===== config.mk =====
export PLATFORM = sky130hd
export DESIGN_NAME = seg7_scan_driver
export DESIGN_NICKNAME = d
export VERILOG_FILES = /design/src/rtl/seg7_pkg.sv /design/src/rtl/seg7_scan_driver_hex_to_seg7.sv /design/src/rtl/seg7_scan_driver.sv
export SDC_FILE = /design/constraint.sdc
export NUM_CORES = 1
export LEC_CHECK = 0
export ABC_AREA = 1
export BUFFER_PORTS_ARGS = -buffer_cell sky130_fd_sc_hd__buf_2
export CAP_MARGIN = 20
export CORE_UTILIZATION = 45
export CTS_CLUSTER_DIAMETER = 60
export CTS_CLUSTER_SIZE = 24
export DETAILED_ROUTE_END_ITERATION = 10
export PLACE_DENSITY = 0.66
export SETUP_SLACK_MARGIN = 0.2
export SLEW_MARGIN = 20
export SYNTH_ARGS = -nofsm -noshare
export SYNTH_HDL_FRONTEND = slang
export SYNTH_HIERARCHICAL = 1
export SYNTH_SLANG_ARGS = --single-unit

===== constraint.sdc =====
create_clock -name clk -period 3.85 [get_ports clk]
set_input_delay 0.1925 -clock clk [delete_from_list [all_inputs] [get_ports clk]]
set_output_delay 0.1925 -clock clk [all_outputs]
set_load 0.01 [all_outputs]

===== src/rtl/seg7_pkg.sv =====
// Shared types and constants for the 4-digit 7-segment scan driver.
// Segment patterns are {g,f,e,d,c,b,a}, active low.
package seg7_pkg;

    localparam logic [6:0] SEG_BLANK = 7'h7F;

    // Indexed by nibble value; the first listed entry lands at index 15.
    localparam logic [15:0][6:0] SEG_TABLE = {
        7'b0001110,  // F
        7'b0000110,  // E
        7'b0100001,  // d
        7'b1000110,  // C
        7'b0000011,  // b
        7'b0001000,  // A
        7'b0010000,  // 9
        7'b0000000,  // 8
        7'b1111000,  // 7
        7'b0000010,  // 6
        7'b0010010,  // 5
        7'b0011001,  // 4
        7'b0110000,  // 3
        7'b0100100,  // 2
        7'b1111001,  // 1
        7'b1000000   // 0
    };

    typedef logic [1:0] digit_idx_t;

    // One display buffer: nibble i / dp bit i / blank bit i belong to digit i.
    typedef struct packed {
        logic [15:0] value;
        logic [3:0]  dp;
        logic [3:0]  blank;
    } disp_t;

endpackage


===== src/rtl/seg7_scan_driver_hex_to_seg7.sv =====
// Combinational nibble to active-low 7-segment pattern lookup.
import seg7_pkg::*;

module hex_to_seg7 (
    input  logic [3:0] nibble,
    output logic [6:0] seg
);

    assign seg = SEG_TABLE[nibble];

endmodule


===== src/rtl/seg7_scan_driver.sv =====
// Double-buffered scan driver for a 4-digit common-anode 7-segment display.
// A load lands in a pending buffer and is committed to the active buffer at
// the next frame boundary (idx wrap 3->0, or the first cycle out of reset).
// Optional feature: define SEG7_LEADING_ZERO_BLANK_EN to auto-blank leading
// zero digits 3..1.
import seg7_pkg::*;

module seg7_scan_driver #(
    parameter int REFRESH_DIV = 100000,
    parameter int DIGITS      = 4
) (
    input  logic        clk,
    input  logic        rst_n,
    input  logic        load,
    input  logic [15:0] value,
    input  logic [3:0]  dp_in,
    input  logic [3:0]  blank_in,
    output logic [6:0]  seg,
    output logic        dp,
    output logic [3:0]  an,
    output logic        frame_tick
);

    localparam int PRE_W = (REFRESH_DIV > 1) ? $clog2(REFRESH_DIV) : 1;

    logic [PRE_W-1:0] pre_q, pre_d;
    digit_idx_t       idx_q, idx_d;
    logic             init_q, init_d;
    disp_t            active_q, active_d;
    disp_t            pending_q, pending_d;
    logic             pending_valid_q, pending_valid_d;
    logic [3:0]       an_q, an_d;
    logic [6:0]       seg_q, seg_d;
    logic             dp_q, dp_d;

    logic             terminal;
    logic             commit;
    disp_t            load_data;
    logic [3:0]       blank_eff;
    logic [3:0]       nibble;
    logic [6:0]       seg_dec;

    assign load_data  = {value, dp_in, blank_in};
    assign frame_tick = commit & rst_n;

    // Prescaler and digit index; the init commit cycle holds the prescaler so
    // digit 0 gets a full REFRESH_DIV of display time after reset.
    always_comb begin
        terminal = (pre_q == PRE_W'(REFRESH_DIV - 1));
        commit   = init_q | (terminal && (idx_q == digit_idx_t'(DIGITS - 1)));
        pre_d    = pre_q;
        idx_d    = idx_q;
        init_d   = 1'b0;
        if (!init_q) begin
            if (terminal) begin
                pre_d = '0;
                idx_d = idx_q + 2'd1;
            end else begin
                pre_d = pre_q + PRE_W'(1);
            end
        end
    end

    // Double buffer: loads park in pending, commits move them to active; a
    // load coinciding with a commit goes straight to active.
    always_comb begin
        active_d        = active_q;
        pending_d       = pending_q;
        pending_valid_d = pending_valid_q;
        if (commit) begin
            if (load) begin
                active_d = load_data;
            end else if (pending_valid_q) begin
                active_d = pending_q;
            end
            pending_valid_d = 1'b0;
        end else if (load) begin
            pending_d       = load_data;
            pending_valid_d = 1'b1;
        end
    end

`ifdef SEG7_LEADING_ZERO_BLANK_EN
    // Leading-zero suppression on the active buffer; digit 0 always shows.
    always_comb begin
        blank_eff = active_q.blank;
        if (active_q.value[15:12] == 4'h0) blank_eff[3] = 1'b1;
        if (active_q.value[15:8]  == 8'h0) blank_eff[2] = 1'b1;
        if (active_q.value[15:4]  == 12'h0) blank_eff[1] = 1'b1;
    end
`else
    assign blank_eff = active_q.blank;
`endif

    assign nibble = active_q.value[{idx_q, 2'b00} +: 4];

    hex_to_seg7 u_dec (
        .nibble (nibble),
        .seg    (seg_dec)
    );

    // Next display outputs for the digit currently selected by idx.
    always_comb begin
        if (blank_eff[idx_q]) begin
            an_d  = 4'hF;
            seg_d = SEG_BLANK;
            dp_d  = 1'b1;
        end else begin
            an_d  = ~(4'b0001 << idx_q);
            seg_d = seg_dec;
            dp_d  = ~active_q.dp[idx_q];
        end
    end

    // State and registered outputs with synchronous active-low reset.
    always_ff @(posedge clk) begin
        if (!rst_n) begin
            pre_q           <= '0;
            idx_q           <= '0;
            init_q          <= 1'b1;
            active_q        <= '0;
            pending_q       <= '0;
            pending_valid_q <= 1'b0;
            an_q            <= 4'hF;
            seg_q           <= SEG_BLANK;
            dp_q            <= 1'b1;
        end else begin
            pre_q           <= pre_d;
            idx_q           <= idx_d;
            init_q          <= init_d;
            active_q        <= active_d;
            pending_q       <= pending_d;
            pending_valid_q <= pending_valid_d;
            an_q            <= an_d;
            seg_q           <= seg_d;
            dp_q            <= dp_d;
        end
    end

    assign an  = an_q;
    assign seg = seg_q;
    assign dp  = dp_q;

endmodule


=== Yosys cells after proc, flatten, opt, wreduce, memory -nomap -nowiden ===
Memories as Yosys holds them, arrays and structs flattened. A register that Yosys moved wholly into a read port is not among the register bits.
Cells that the tools add are included.

* Bits in registers: 74
* ROM bits: 112
* Input port bits: 27
* Output and inout port bits: 13
* Word-level logic and storage cells: 42
* Memories kept: 1

* Add/sub/neg operators: 2
* Magnitude comparators: 1
* Equality and inequality tests: 2
* Shifts and indexed selects: 2
* Mux-type cells: 8
* Bitwise gates (word level): 7
* Reductions and logical operators: 7

{| class="wikitable"
|+ Memory list
! memory !! depth !! width !! read ports !! clocked after Yosys merged registers in !! wr ports !! line !! source
|-
| (name not given) || 16 || 7 || 1 || 1 || 0 || seg7_scan_driver_hex_to_seg7.sv:9 || <nowiki>assign seg = SEG_TABLE[nibble];</nowiki>
|}

{| class="wikitable"
|+ Operator list
! cell !! number
|-
| $mux 24 || 2
|-
| $add 17x1->17 const B || 1
|-
| $eq 17x17->1 const B || 1
|-
| $mux 17 || 1
|-
| $shiftx 16x5->4 || 1
|-
| $reduce_and 2->1 || 3
|-
| $bmux 1 s2 || 2
|-
| $not 1->1 || 4
|-
| $not 4->4 || 1
|-
| $reduce_or 2->1 || 2
|-
| $shl 1x2->4 const A || 1
|-
| $lt 2x3->1 const B || 1
|-
| $mux 1 || 3
|-
| $add 2x1->2 const B || 1
|-
| $eq 2x2->1 const B || 1
|-
| $reduce_bool 2->1 || 1
|-
| $and 1x1->1 || 1
|-
| $logic_and 1x1->1 || 1
|-
| $or 1x1->1 || 1
|}

=== Longest topological paths before layout ===
* Depth after elaboration: 5
* Depth in mapped cells: 12
* Gate-level depth less buffers: 11

=== By module ===
Netlist, hierarchy kept.

{| class="wikitable"
|+ By module, submodules not included
! module !! times used !! cells each !! area an instance (µm²) !! sequential area each (µm²)
|-
| seg7_scan_driver || 1 || 588 || 3882.5 || 1621.6
|-
| hex_to_seg7 || 1 || 49 || 274.0 || 0.0
|}

=== Worst setup path before layout ===
No wires, ideal clock.

* Path kind: flip-flop to flip-flop
* Start point: register idx_q[0]
* End point: register seg_q[3], in the netlist seg[3]
* Setup time: 0.119 ns
* Data arrival time: 1.858 ns
* Data required time: 3.731 ns
* Setup slack: 1.873 ns
* Cell stages (with the launch flop): 12
* Path buffers: 1
* Clock period less this slack: 1.977 ns
* Path through: dfxtp_1 > inv_1 > clkbuf_1 > o21ai_0 > o22ai_1 > inv_1 > ha_1 > nand2_1 > nand3_1 > nand2_1 > inv_1 > nand2_1

* Elaborated cells between the ends (all ways): 4
* Classes of those cells: shift: 1; mux: 2; reduce/logical: 1

{| class="wikitable"
|+ RTL lines
! what !! line !! source
|-
| start: declaration || seg7_scan_driver.sv:27 || <nowiki>digit_idx_t idx_q, idx_d;</nowiki>
|-
| start signal: assignment || seg7_scan_driver.sv:129 || <nowiki>idx_q <= idx_d;</nowiki>
|-
| $shiftx 16x5->4 || seg7_scan_driver.sv:95 || <nowiki>assign nibble = active_q.value[{idx_q, 2'b00} +: 4];</nowiki>
|-
| net nibble[1] || seg7_scan_driver.sv:40 || <nowiki>logic [3:0] nibble;</nowiki>
|-
| end: declaration || seg7_scan_driver.sv:33 || <nowiki>logic [6:0] seg_q, seg_d;</nowiki>
|}

The timed path passes the listed nets, and every way through them passes these cells. The select of a mux whose other input is x is not followed.
A chain may end at the register's enable or synchronous reset.

=== Worst setup path in the final report ===
Ends and elaborated chain as after synthesis.

==> flow_summary.yaml <==
layout:
  n_fill_cell: 918
  layout_commonest_cell: "nand2_1"
  drive_above_1_share_pct: 10.33
  layout_common_cells: "nand2_1, nor2_1, inv_1, dfxtp_1, a21oi_1"
  multi_input_area_um2: 2039
  nNetsFinal: 692
  area.growth.synth_to_final_pct: 9.603
  ff_latch_area_um2: 1622
  diodes: 0
power:
  power.total_mw: 1.831
  clkPwrFrac_pct: 37.3
  p_seq_share_pct: 49.5
  leakagePower_nw: 2.168
  combPwrFrac_pct: 13.3
  ir_drop_mv: 0.2032
  powerDensity_nw_per_um2: 401.9
  switching_share_pct: 26.99
  p_int_mw: 1.337
  switching_power_mw: 0.4941
clock_network:
  clock_latency_ns: 0.35
  clockBufferDepth: 2
  cts.sinks: 81
  h-tree-depth: 3
  cts_setup_buffers: 0
  cts_root_buffer: "clkbuf_8"
  cts_made_buffers: 9
  path_clk_slew_ns: 0.09
  cts_tree: "done"
  postCtsHoldBufs: 0
  post_cts_resized: 0
placement:
  dpl.hpwl_um: 6219
  numPortBuffers: 39
  gp_congestion: 0.8245
timing:
  maxSlewViolCount: 0
  max_freq_mhz: 391.2
  tns_ns: 0
  max_slew_margin_pct: 38.40
  setup_viol: 0
  rsz0062_at_grt: "false"
  hold_violations: 0
  worst_slew_pin_slew_ns: 0.9240
  finalCritPeriodShare_pct: 66.40
  finClkSkew_ns: 0.009401
  fin_crit_ns: 2.556
min_path:
  holdCritStartpoint: "value[11]"
  hold_path_class: "in2reg"
  min_path_cells: 5
synthesis:
  synth_area_um2: 4156
  ys_types: 29
  seq_area_frac_synth_pct: 39.01
  synth_top_area_share_pct: 39.01
  synth_nets: 676
  synth_area_per_cell_um2: 6.525
  synth_top_cell_by_area: "dfxtp_1"
  ys_top_cells_by_area: "dfxtp_1, nand2_1, nor2_1"
  ys_seq_elements: 81
  yosysWarnings: 6
  synthCells: 637
routing:
  firstDrtPassIters: 7
  drtIter0Drc: 186
  via_per_inst: 4.987
  wire_per_inst_um: 11.93
  drc: 3
  antenna_left: 0
  routed_wl_um: 9142
  vias: 3820
global_routing:
  grt_max_degree: 74
  grt_first_pass_wirelength_um: 15840
  grt_overflow_total: 0
  grt_antenna_before_repair: 0
  first_global_vias: 3536
  grt.total_usage_pct: 20.09
worst_setup_path:
  arrival_ns: 2.77
  reg2reg_from: "idx_q[0]"
  path_class: "reg2reg"
  crit_path_start_kind: "flip-flop"
  cp-startpoint: "idx_q[0]"
  endpoint_kind: "flip-flop"
  crit_required_ns: 4.07
  path_max_fanout: 16
  r2r_cells: 10
floorplanning:
  die_width_um: 98.11
  fp.dieArea_um2: 9625
  pin_count: 40
  start_util_pct: 46.97
  std_cell_rows: 34
  die_y_um: 98.11
  core_area_um2: 8848
outcome:
  outcome: "finished with violations"
  violations: "design-rule violations"
run:
  maxCapViolations: 0
## sequential cells by signal, indices dropped and copies added (netlist names)
name             cells
active_q            20
an                   4
blank_eff            4
dp                   1
idx_q                2
init_q               1
pending_q           24
pending_valid_q      1
pre_q               17
seg                  7
## worst paths after layout
kind / end / slack, ns
setup / recovery: seg[3] / 1.29
hold reg to reg: active_q[18] / 0.49
setup reg to reg: seg[3] / 1.29
hold / removal: pending_q[19] / 0.19
## layer usage
layer | GRT usage, % | share of wire [%]
met5 | 0 | 0
met4 | 5.128 | 0.85
met3 | 4.510 | 4.6
met2 | 34.94 | 47
met1 | 25.03 | 48
## final cells by class
| type | instances | share of cell area (%) |
|---|---|---|
| sequential | 81 | 35.59 |
| clock inverter | 7 | 2.087 |
| tap | 108 | 2.966 |
| inverter | 86 | 7.086 |
| clock buffer | 9 | 2.719 |
| multi-input combinational | 433 | 44.77 |
| timing repair buffer | 42 | 4.779 |
## metrics by stage
step           instance area (µm²)  instances  util (%)  hold WS, ns  setup slack [ns]
2_1_floorplan                 4156        637         -       0.3994             1.873
3_3_place_gp                  4337        750     49.01       0.4658             1.360
3_5_place_dp                  4337        750     49.01       0.4698             1.348
4_1_cts                       4556        766     51.48       0.1653             1.330
5_1_grt                       4556        766     51.48       0.1971            0.9680
6_report                      4556        766     51.48       0.1869             1.294
## power by group through the flow
stage / clock network [mW] / registers [mW] / logic, mW
floorplan: 0 / 0.925 / 0.182
finish: 0.683 / 0.905 / 0.243
global route: 0.738 / 0.910 / 0.280
CTS: 0.702 / 0.906 / 0.244
global placement: 0 / 0.924 / 0.236
detailed placement: 0 / 0.926 / 0.243
## cell usage after synthesis
cell,n
nor2_2,1
ha_1,12
nand2_1,143
nor2_1,108
inv_2,4
xnor2_1,1
buf_1,4
nand2_2,1
a21oi_1,61
o21ai_2,1
clkinv_1,1
o21a_1,2
nand3_2,1
o21ai_1,1
nand3_4,1
o21ai_0,10
buf_6,3
buf_2,9
nor3b_1,2
nand4_1,27
a22oi_1,1
o22ai_1,4
nor2_4,1
clkbuf_1,21
nand3_1,44
xor2_1,3
dfxtp_1,81
nor3_1,8
inv_1,81
## critical path: stages (launching register included)
cell	delay [ns]
dfxtp_1	0.46
inv_1	0.41
o21ai_0	0.18
o22ai_1	0.72
inv_1	0.25
nand2_1	0.14
nand2_1	0.06
nand2_1	0.05
nand2_1	0.05
inv_1	0.04
nand2_1	0.04
## cell families after synthesis
logic type               share of synthesized area (%)
AO/OA/AOI/OAI                                    10.02
XOR/XNOR                                        0.8430
adder cells (fa/ha/maj)                          3.612
buffers and inverters                            11.92
flip-flops                                       39.01
AND/OR/NAND/NOR                                  34.59
No activity file was read; power rests on OpenSTA's default activity.
